### config.mk
export PLATFORM = sky130hd
export DESIGN_NAME = ahb_sram_if_mb_flat
export DESIGN_NICKNAME = d
export VERILOG_FILES = /design/src/rtl/ahb_sram_if_mb_if.sv /design/src/rtl/ahb_sram_if_mb.sv /design/src/flat_wrapper.sv
export SDC_FILE = /design/constraint.sdc
export NUM_CORES = 1
export LEC_CHECK = 0
export ABC_CLOCK_PERIOD_IN_PS = 2400
export CORE_AREA = 2 2 89 91
export DETAILED_ROUTE_END_ITERATION = 10
export DIE_AREA = 0 0 91 93
export HOLD_SLACK_MARGIN = 0.03
export PLACE_DENSITY = 0.78
export SLEW_MARGIN = 20
export SYNTH_ARGS = -nofsm -noshare
export SYNTH_HDL_FRONTEND = slang
export SYNTH_SLANG_ARGS = --single-unit
### constraint.sdc
create_clock -name hclk -period 2.4 [get_ports hclk]
set_input_delay 0.48 -clock hclk [delete_from_list [all_inputs] [get_ports hclk]]
set_output_delay 0.48 -clock hclk [all_outputs]
set_load 0.005 [all_outputs]
### src/rtl/ahb_sram_if_mb_if.sv
// AHB-Lite slave bus and SRAM bank-array signals of ahb_sram_if_mb.
// The slave modport is the interface block; the master modport is the fabric/array side.
interface ahb_sram_if_mb_if #(
    parameter int NUM_BANKS = 2,
    parameter int BANK_AW   = 13
);
    logic                   hsel;
    logic                   hwrite;
    logic                   hready;
    logic [2:0]             hsize;
    logic [1:0]             htrans;
    logic [2:0]             hburst;
    logic [31:0]            haddr;
    logic [31:0]            hwdata;
    logic [NUM_BANKS*32-1:0] sram_rdata;

    logic                   hready_resp;
    logic [1:0]             hresp;
    logic [31:0]            hrdata;
    logic                   sram_w_en;
    logic [BANK_AW-1:0]     sram_addr_out;
    logic [31:0]            sram_wdata;
    logic [NUM_BANKS*4-1:0] bank_csn;

    modport slave (
        input  hsel, hwrite, hready, hsize, htrans, hburst,
        input  haddr, hwdata, sram_rdata,
        output hready_resp, hresp, hrdata, sram_w_en,
        output sram_addr_out, sram_wdata, bank_csn
    );

    modport master (
        output hsel, hwrite, hready, hsize, htrans, hburst,
        output haddr, hwdata, sram_rdata,
        input  hready_resp, hresp, hrdata, sram_w_en,
        input  sram_addr_out, sram_wdata, bank_csn
    );
endinterface

### src/rtl/ahb_sram_if_mb.sv
// AHB-Lite slave front end for a multi-bank synchronous SRAM array:
// byte-lane chip selects, read wait states and a two-cycle ERROR response.
module ahb_sram_if_mb #(
    parameter int NUM_BANKS = 2,
    parameter int BANK_AW   = 13,
    parameter int RD_WAIT   = 0
) (
    input logic             hclk,
    input logic             hreset,
    ahb_sram_if_mb_if.slave bus
);
    localparam int          BSEL_W    = (NUM_BANKS > 1) ? $clog2(NUM_BANKS) : 1;
    localparam logic [32:0] RANGE     = 33'(NUM_BANKS) << (BANK_AW + 2);
    localparam logic [1:0]  WAIT_LAST = 2'(RD_WAIT);

    typedef enum logic [2:0] {
        ST_IDLE,
        ST_WR,
        ST_RD,
        ST_RD_WAIT,
        ST_ERR1,
        ST_ERR2
    } state_t;

    state_t             state_q, state_d;
    logic [BANK_AW-1:0] addr_q, addr_d;
    logic [BSEL_W-1:0]  bank_q, bank_d;
    logic [3:0]         lanes_q, lanes_d;
    logic [1:0]         cnt_q, cnt_d;

    logic               illegal;
    logic               accept;
    logic [3:0]         lanes_in;
    logic [BSEL_W-1:0]  bank_in;

    logic               rdy;
    logic [1:0]         resp;
    logic               wen;
    logic               csn_en;
    logic               rd_final;
    logic [31:0]        rdata;
    logic [NUM_BANKS*4-1:0] csn;

    logic               unused_hburst;
    assign unused_hburst = ^bus.hburst;

    // Address-phase decode: lane pattern plus legality of size/alignment/range.
    always_comb begin
        lanes_in = 4'b1111;
        illegal  = 1'b0;
        unique case (bus.hsize)
            3'd0:    lanes_in = ~(4'b0001 << bus.haddr[1:0]);
            3'd1:    lanes_in = bus.haddr[1] ? 4'b0011 : 4'b1100;
            3'd2:    lanes_in = 4'b0000;
            default: illegal  = 1'b1;
        endcase
        if (bus.hsize == 3'd1 && bus.haddr[0])
            illegal = 1'b1;
        if (bus.hsize == 3'd2 && bus.haddr[1:0] != 2'b00)
            illegal = 1'b1;
        if ({1'b0, bus.haddr} >= RANGE)
            illegal = 1'b1;
    end

    if (NUM_BANKS > 1) begin : g_bank
        assign bank_in = bus.haddr[BANK_AW+2 +: BSEL_W];
    end else begin : g_one_bank
        assign bank_in = '0;
    end

    always_ff @(posedge hclk or posedge hreset) begin
        if (hreset) begin
            state_q <= ST_IDLE;
            addr_q  <= '0;
            bank_q  <= '0;
            lanes_q <= 4'b1111;
            cnt_q   <= '0;
        end else begin
            state_q <= state_d;
            addr_q  <= addr_d;
            bank_q  <= bank_d;
            lanes_q <= lanes_d;
            cnt_q   <= cnt_d;
        end
    end

    always_comb begin
        state_d  = state_q;
        addr_d   = addr_q;
        bank_d   = bank_q;
        lanes_d  = lanes_q;
        cnt_d    = cnt_q;
        rdy      = 1'b1;
        resp     = 2'b00;
        wen      = 1'b1;
        csn_en   = 1'b0;
        rd_final = 1'b0;

        unique case (state_q)
            ST_IDLE: ;
            ST_WR: begin
                wen    = 1'b0;
                csn_en = 1'b1;
            end
            ST_RD: begin
                rdy     = 1'b0;
                csn_en  = 1'b1;
                cnt_d   = '0;
                state_d = ST_RD_WAIT;
            end
            ST_RD_WAIT: begin
                if (cnt_q != WAIT_LAST) begin
                    rdy   = 1'b0;
                    cnt_d = cnt_q + 2'd1;
                end else begin
                    rd_final = 1'b1;
                end
            end
            ST_ERR1: begin
                rdy     = 1'b0;
                resp    = 2'b01;
                state_d = ST_ERR2;
            end
            ST_ERR2: resp = 2'b01;
            default: state_d = ST_IDLE;
        endcase

        // A new address phase is only sampled on cycles that complete the data phase.
        accept = rdy & bus.hsel & bus.hready & bus.htrans[1];
        if (rdy) begin
            cnt_d = '0;
            if (!accept) begin
                state_d = ST_IDLE;
            end else begin
                addr_d  = bus.haddr[BANK_AW+1:2];
                bank_d  = bank_in;
                lanes_d = lanes_in;
                if (illegal)
                    state_d = ST_ERR1;
                else if (bus.hwrite)
                    state_d = ST_WR;
                else
                    state_d = ST_RD;
            end
        end
    end

    always_comb begin
        rdata = '0;
        csn   = '1;
        for (int b = 0; b < NUM_BANKS; b++) begin
            if (bank_q == BSEL_W'(b)) begin
                if (rd_final)
                    rdata = bus.sram_rdata[32*b +: 32];
                if (csn_en)
                    csn[4*b +: 4] = lanes_q;
            end
        end
    end

    assign bus.hready_resp   = rdy;
    assign bus.hresp         = resp;
    assign bus.hrdata        = rdata;
    assign bus.sram_w_en     = wen;
    assign bus.sram_addr_out = addr_q;
    assign bus.sram_wdata    = bus.hwdata;
    assign bus.bank_csn      = csn;
endmodule

### src/flat_wrapper.sv
// flat-port wrapper written by rule: the top's interface ports become plain ports
module ahb_sram_if_mb_flat 
#(
    parameter int NUM_BANKS = 2,
    parameter int BANK_AW   = 13,
    parameter int RD_WAIT   = 0
)
  (hclk, hreset, bus_hsel, bus_hwrite, bus_hready, bus_hsize, bus_htrans, bus_hburst, bus_haddr, bus_hwdata, bus_sram_rdata, bus_hready_resp, bus_hresp, bus_hrdata, bus_sram_w_en, bus_sram_addr_out, bus_sram_wdata, bus_bank_csn);
  ahb_sram_if_mb_if #(.NUM_BANKS(NUM_BANKS), .BANK_AW(BANK_AW)) bus_i ();
  input logic hclk;
  input logic hreset;
  input wire logic [$bits(bus_i.hsel)-1:0] bus_hsel;
  input wire logic [$bits(bus_i.hwrite)-1:0] bus_hwrite;
  input wire logic [$bits(bus_i.hready)-1:0] bus_hready;
  input wire logic [$bits(bus_i.hsize)-1:0] bus_hsize;
  input wire logic [$bits(bus_i.htrans)-1:0] bus_htrans;
  input wire logic [$bits(bus_i.hburst)-1:0] bus_hburst;
  input wire logic [$bits(bus_i.haddr)-1:0] bus_haddr;
  input wire logic [$bits(bus_i.hwdata)-1:0] bus_hwdata;
  input wire logic [$bits(bus_i.sram_rdata)-1:0] bus_sram_rdata;
  output wire logic [$bits(bus_i.hready_resp)-1:0] bus_hready_resp;
  output wire logic [$bits(bus_i.hresp)-1:0] bus_hresp;
  output wire logic [$bits(bus_i.hrdata)-1:0] bus_hrdata;
  output wire logic [$bits(bus_i.sram_w_en)-1:0] bus_sram_w_en;
  output wire logic [$bits(bus_i.sram_addr_out)-1:0] bus_sram_addr_out;
  output wire logic [$bits(bus_i.sram_wdata)-1:0] bus_sram_wdata;
  output wire logic [$bits(bus_i.bank_csn)-1:0] bus_bank_csn;
  assign bus_i.hsel = bus_hsel;
  assign bus_i.hwrite = bus_hwrite;
  assign bus_i.hready = bus_hready;
  assign bus_i.hsize = bus_hsize;
  assign bus_i.htrans = bus_htrans;
  assign bus_i.hburst = bus_hburst;
  assign bus_i.haddr = bus_haddr;
  assign bus_i.hwdata = bus_hwdata;
  assign bus_i.sram_rdata = bus_sram_rdata;
  assign bus_hready_resp = bus_i.hready_resp;
  assign bus_hresp = bus_i.hresp;
  assign bus_hrdata = bus_i.hrdata;
  assign bus_sram_w_en = bus_i.sram_w_en;
  assign bus_sram_addr_out = bus_i.sram_addr_out;
  assign bus_sram_wdata = bus_i.sram_wdata;
  assign bus_bank_csn = bus_i.bank_csn;
  ahb_sram_if_mb #(.NUM_BANKS(NUM_BANKS), .BANK_AW(BANK_AW), .RD_WAIT(RD_WAIT)) u_core (.hclk(hclk), .hreset(hreset), .bus(bus_i));
endmodule
==> run summary <==
Leak - 0.00136 uW
Max Root-Sink Buffers - 2
WL final - 5.57 mm
Yosys top cell area share - 25.6%
reg2reg path depth - 6
die span in x - 91 um
CP required - 1.92 ns
drt first pass iters - 6
Root Driver - clkbuf_8
vias in the first global route - 1882
Final Hold Vio Count - 0
combinational share of power - 55.7%
WL met2 - 2.91 mm
initial antenna violation count - 0
Worst path slowest cell - clkdlybuf4s50_1
GRT Residual Overflow - 0
largest net degree at the start of global routing - 33
clock slew seen by the registers of the worst setup and hold paths - 0.08 ns
ANT cells - 0
PD cells - 583 nW/um2
Net Sw Frac - 30.8%
initial core utilization - 24.7%
routed wl met3 - 606 um
RSZ-0062 raised after global routing - true
DR top layer - met4
layout cells sized above 1 - 7.19%
Most used DFF post-synth - dfrtp_1
io pins - 230
Die Ht - 93 um
worst hold start - u_core.bus.sram_addr_out[2]
port bufs - 160
clock group share of total power - 11.5%
yosys warns - 0
Worst R2R Start - u_core.cnt_q[0]
WL/cell - 12.8 um
Clock Skew - 0.00736 ns
hold depth - 1
CTS sink cnt - 23
most frequent cell after synthesis - nor2_1
worst reg2reg endpoint - u_core.bus.sram_addr_out[4]
CTS tree - done
row count - 32
Hold Crit Class - flop to flop
Die ar. - 8460 um2
MaxCap Viol Count - 0
Peak VDD IR - 0.509 mV
Sequential Area - 582 um2
critical setup path kind - flop to output port
Post-Syn Instances - 206
Inserted Clock Buffers - 3
crit-path max FO - 32
Seq pwr share - 32.8%
Post-DP HPWL - 4.79 mm
ys async rst share - 100%
Met1 Wirelength - 1.96 mm
Global Route Usage Sum - 12.1%
GPL Wtd Cong - 0.718
Critical Path, Cell by Cell - inv_1, ha_1, nand4_1, buf_6, nor2_1, clkdlybuf4s50_1
part of the Yosys area used for sequential elements - 31.2%
syn_nets - 348
clock latency on the worst-skew pair - 0.26 ns
Vias/cell - 4.34
critical path startpoint category - flop
DRT iter0 DRCs - 41
Post-synth EDFFs - 0
Worst Hold End - u_core.bus.sram_addr_out[2]
max frequency - 0.428 GHz
footprint of the multi-input gates - 955 um2
Layout area overhead - 83.2%
detailed-route via count - 1893
CP Capture Type - output port
dominant cells by area after synthesis - dfrtp_1 (26%), mux2i_1 (17%), buf_4 (14%)
Syn Area/Cell - 9.03 um2
Final Critical Period - 2.34 ns
Mapped Area - 1860 um2
DRC Markers - 0
Core Footprint - 7530 um2
Pins Over Slew Limit - 0
first-pass GRT wire length - 8.58 mm
Synth top cells by count - nor2_1 (40), buf_4 (34), mux2i_1 (32)
R2R Setup Slk - 0.62 ns
Hold-fix buffers, CTS - 0
crit-path max cell delay - 0.52 ns
Critical Path AT - 1.86 ns
post-route clock period utilization - 97.4%
cell internal pwr - 1370 uW
Synth cell types - 34
Setup violations, final - 0
post-synth top area cell - dfrtp_1
Layout fillers - 753
number of synthesized register bits - 23
Post-CTS Setup Repair Bufs - 0
Final #Nets - 477
overall power - 1980 uW
H-tree depth - 1
Final ANT Viol Nets - 0
Final Hold Slack - 0.488 ns
status - finished clean
Switching Power - 611 uW
-- per-layer routing --
metal / track usage (%) / vias up
li1: - / 919
met1: 12.2 / 859
met2: 23.5 / 103
met3: 4.03 / 12
met4: 3.66 / 0
met5: 0 / -
-- state kept, by name (all words and copies together), names as in the netlist --
signal                    cells
u_core.bank_q                 1
u_core.bus.sram_addr_out     13
u_core.cnt_q                  2
u_core.lanes_q                4
u_core.state_q                3
-- critical path, delay by kind of cell, from the launching register on --
| family | cells | cell delay, ns |
|---|---|---|
| buffers and inverters | 3 | 0.79 |
| adder cells (fa/ha/maj) | 1 | 0.19 |
| flip-flops | 1 | 0.36 |
| AND/OR/NAND/NOR | 2 | 0.23 |
-- cell families (layout without fill, tap and decap cells) --
kind of cell | count (synthesis) | in the layout | synth area share [%]
simple gates | 66 | 66 | 16.6
buf+inv | 49 | 177 | 17.4
mux | 47 | 47 | 26.3
flops | 23 | 23 | 31.2
compound gates | 18 | 18 | 7.07
fa+ha+maj | 1 | 1 | 0.673
other cells | 1 | 1 | 0.202
xor+xnor | 1 | 1 | 0.471
-- final cells by class --
cell class | count | share of cell area [%]
Sequential cell | 23 | 17.1
Multi-Input combinational cell | 134 | 28.0
Timing Repair Buffer | 167 | 49.1
Clock buffer | 3 | 1.21
Tap cell | 102 | 3.75
Clock inverter | 1 | 0.147
Inverter | 6 | 0.661
-- cell usage in the layout, fill, tap and decap left out, drive strengths merged --
cell and count:
a21oi 2, xnor2 1, nor2b 1, a21boi 1, mux2 15, mux2i 32, a22o 1, ha 1
inv 6, a31oi 4, nor4 3, nor3b 2, and4 1, dfstp 4, nand2b 9, nor3 3
o21ai 3, nor2 40, o21bai 4, clkbuf 3, a211oi 1, a21o 1, nand2 3, buf 7
dfrtp 19, clkdlybuf4s50 160, nand3 2, clkinv 1, o211ai 1, nand4 2, conb 1
-- worst max path at each step --
stage                                  from             end  slack [ns]  cells past startpoint
after floorplan             u_core.cnt_q[0]   u_core.bank_q        0.69                      6
after global placement    u_core.state_q[2]  bus_hrdata[10]        0.28                      5
after detailed placement  u_core.state_q[2]  bus_hrdata[18]        0.25                      5
after CTS                   u_core.cnt_q[0]  bus_hrdata[18]        0.03                      6
after global routing        u_core.cnt_q[0]  bus_hrdata[21]       -0.05                      6
final                       u_core.cnt_q[0]  bus_hrdata[18]        0.06                      6
-- through the flow --
stage               instance area [um2]  TNS (ns)  std cells  util, %  setup slack, ns
floorplan                          1860         0        206        -            0.693
global placement                   3350         0        432     44.5            0.283
detailed placement                 3350         0        432     44.5            0.252
CTS                                3400         0        436     45.2           0.0320
global route                       3410    -0.801        436     45.3          -0.0543
finish                             3410         0        436     45.3           0.0626
-- power groups by stage --
stage	combinational, uW	sequential [uW]	clock (uW)
after floorplan	585	646	0
after detailed placement	1120	659	0
final	1110	652	228
after global routing	1190	678	248
after CTS	1120	654	239
after global placement	1090	652	0
-- repair_timing --
action | CTS | global route
gates resized for setup | 2 | 1
setup endpoints to repair | 22 | 36
pin swaps | 0 | 0
(Power assumes the default switching activity.)
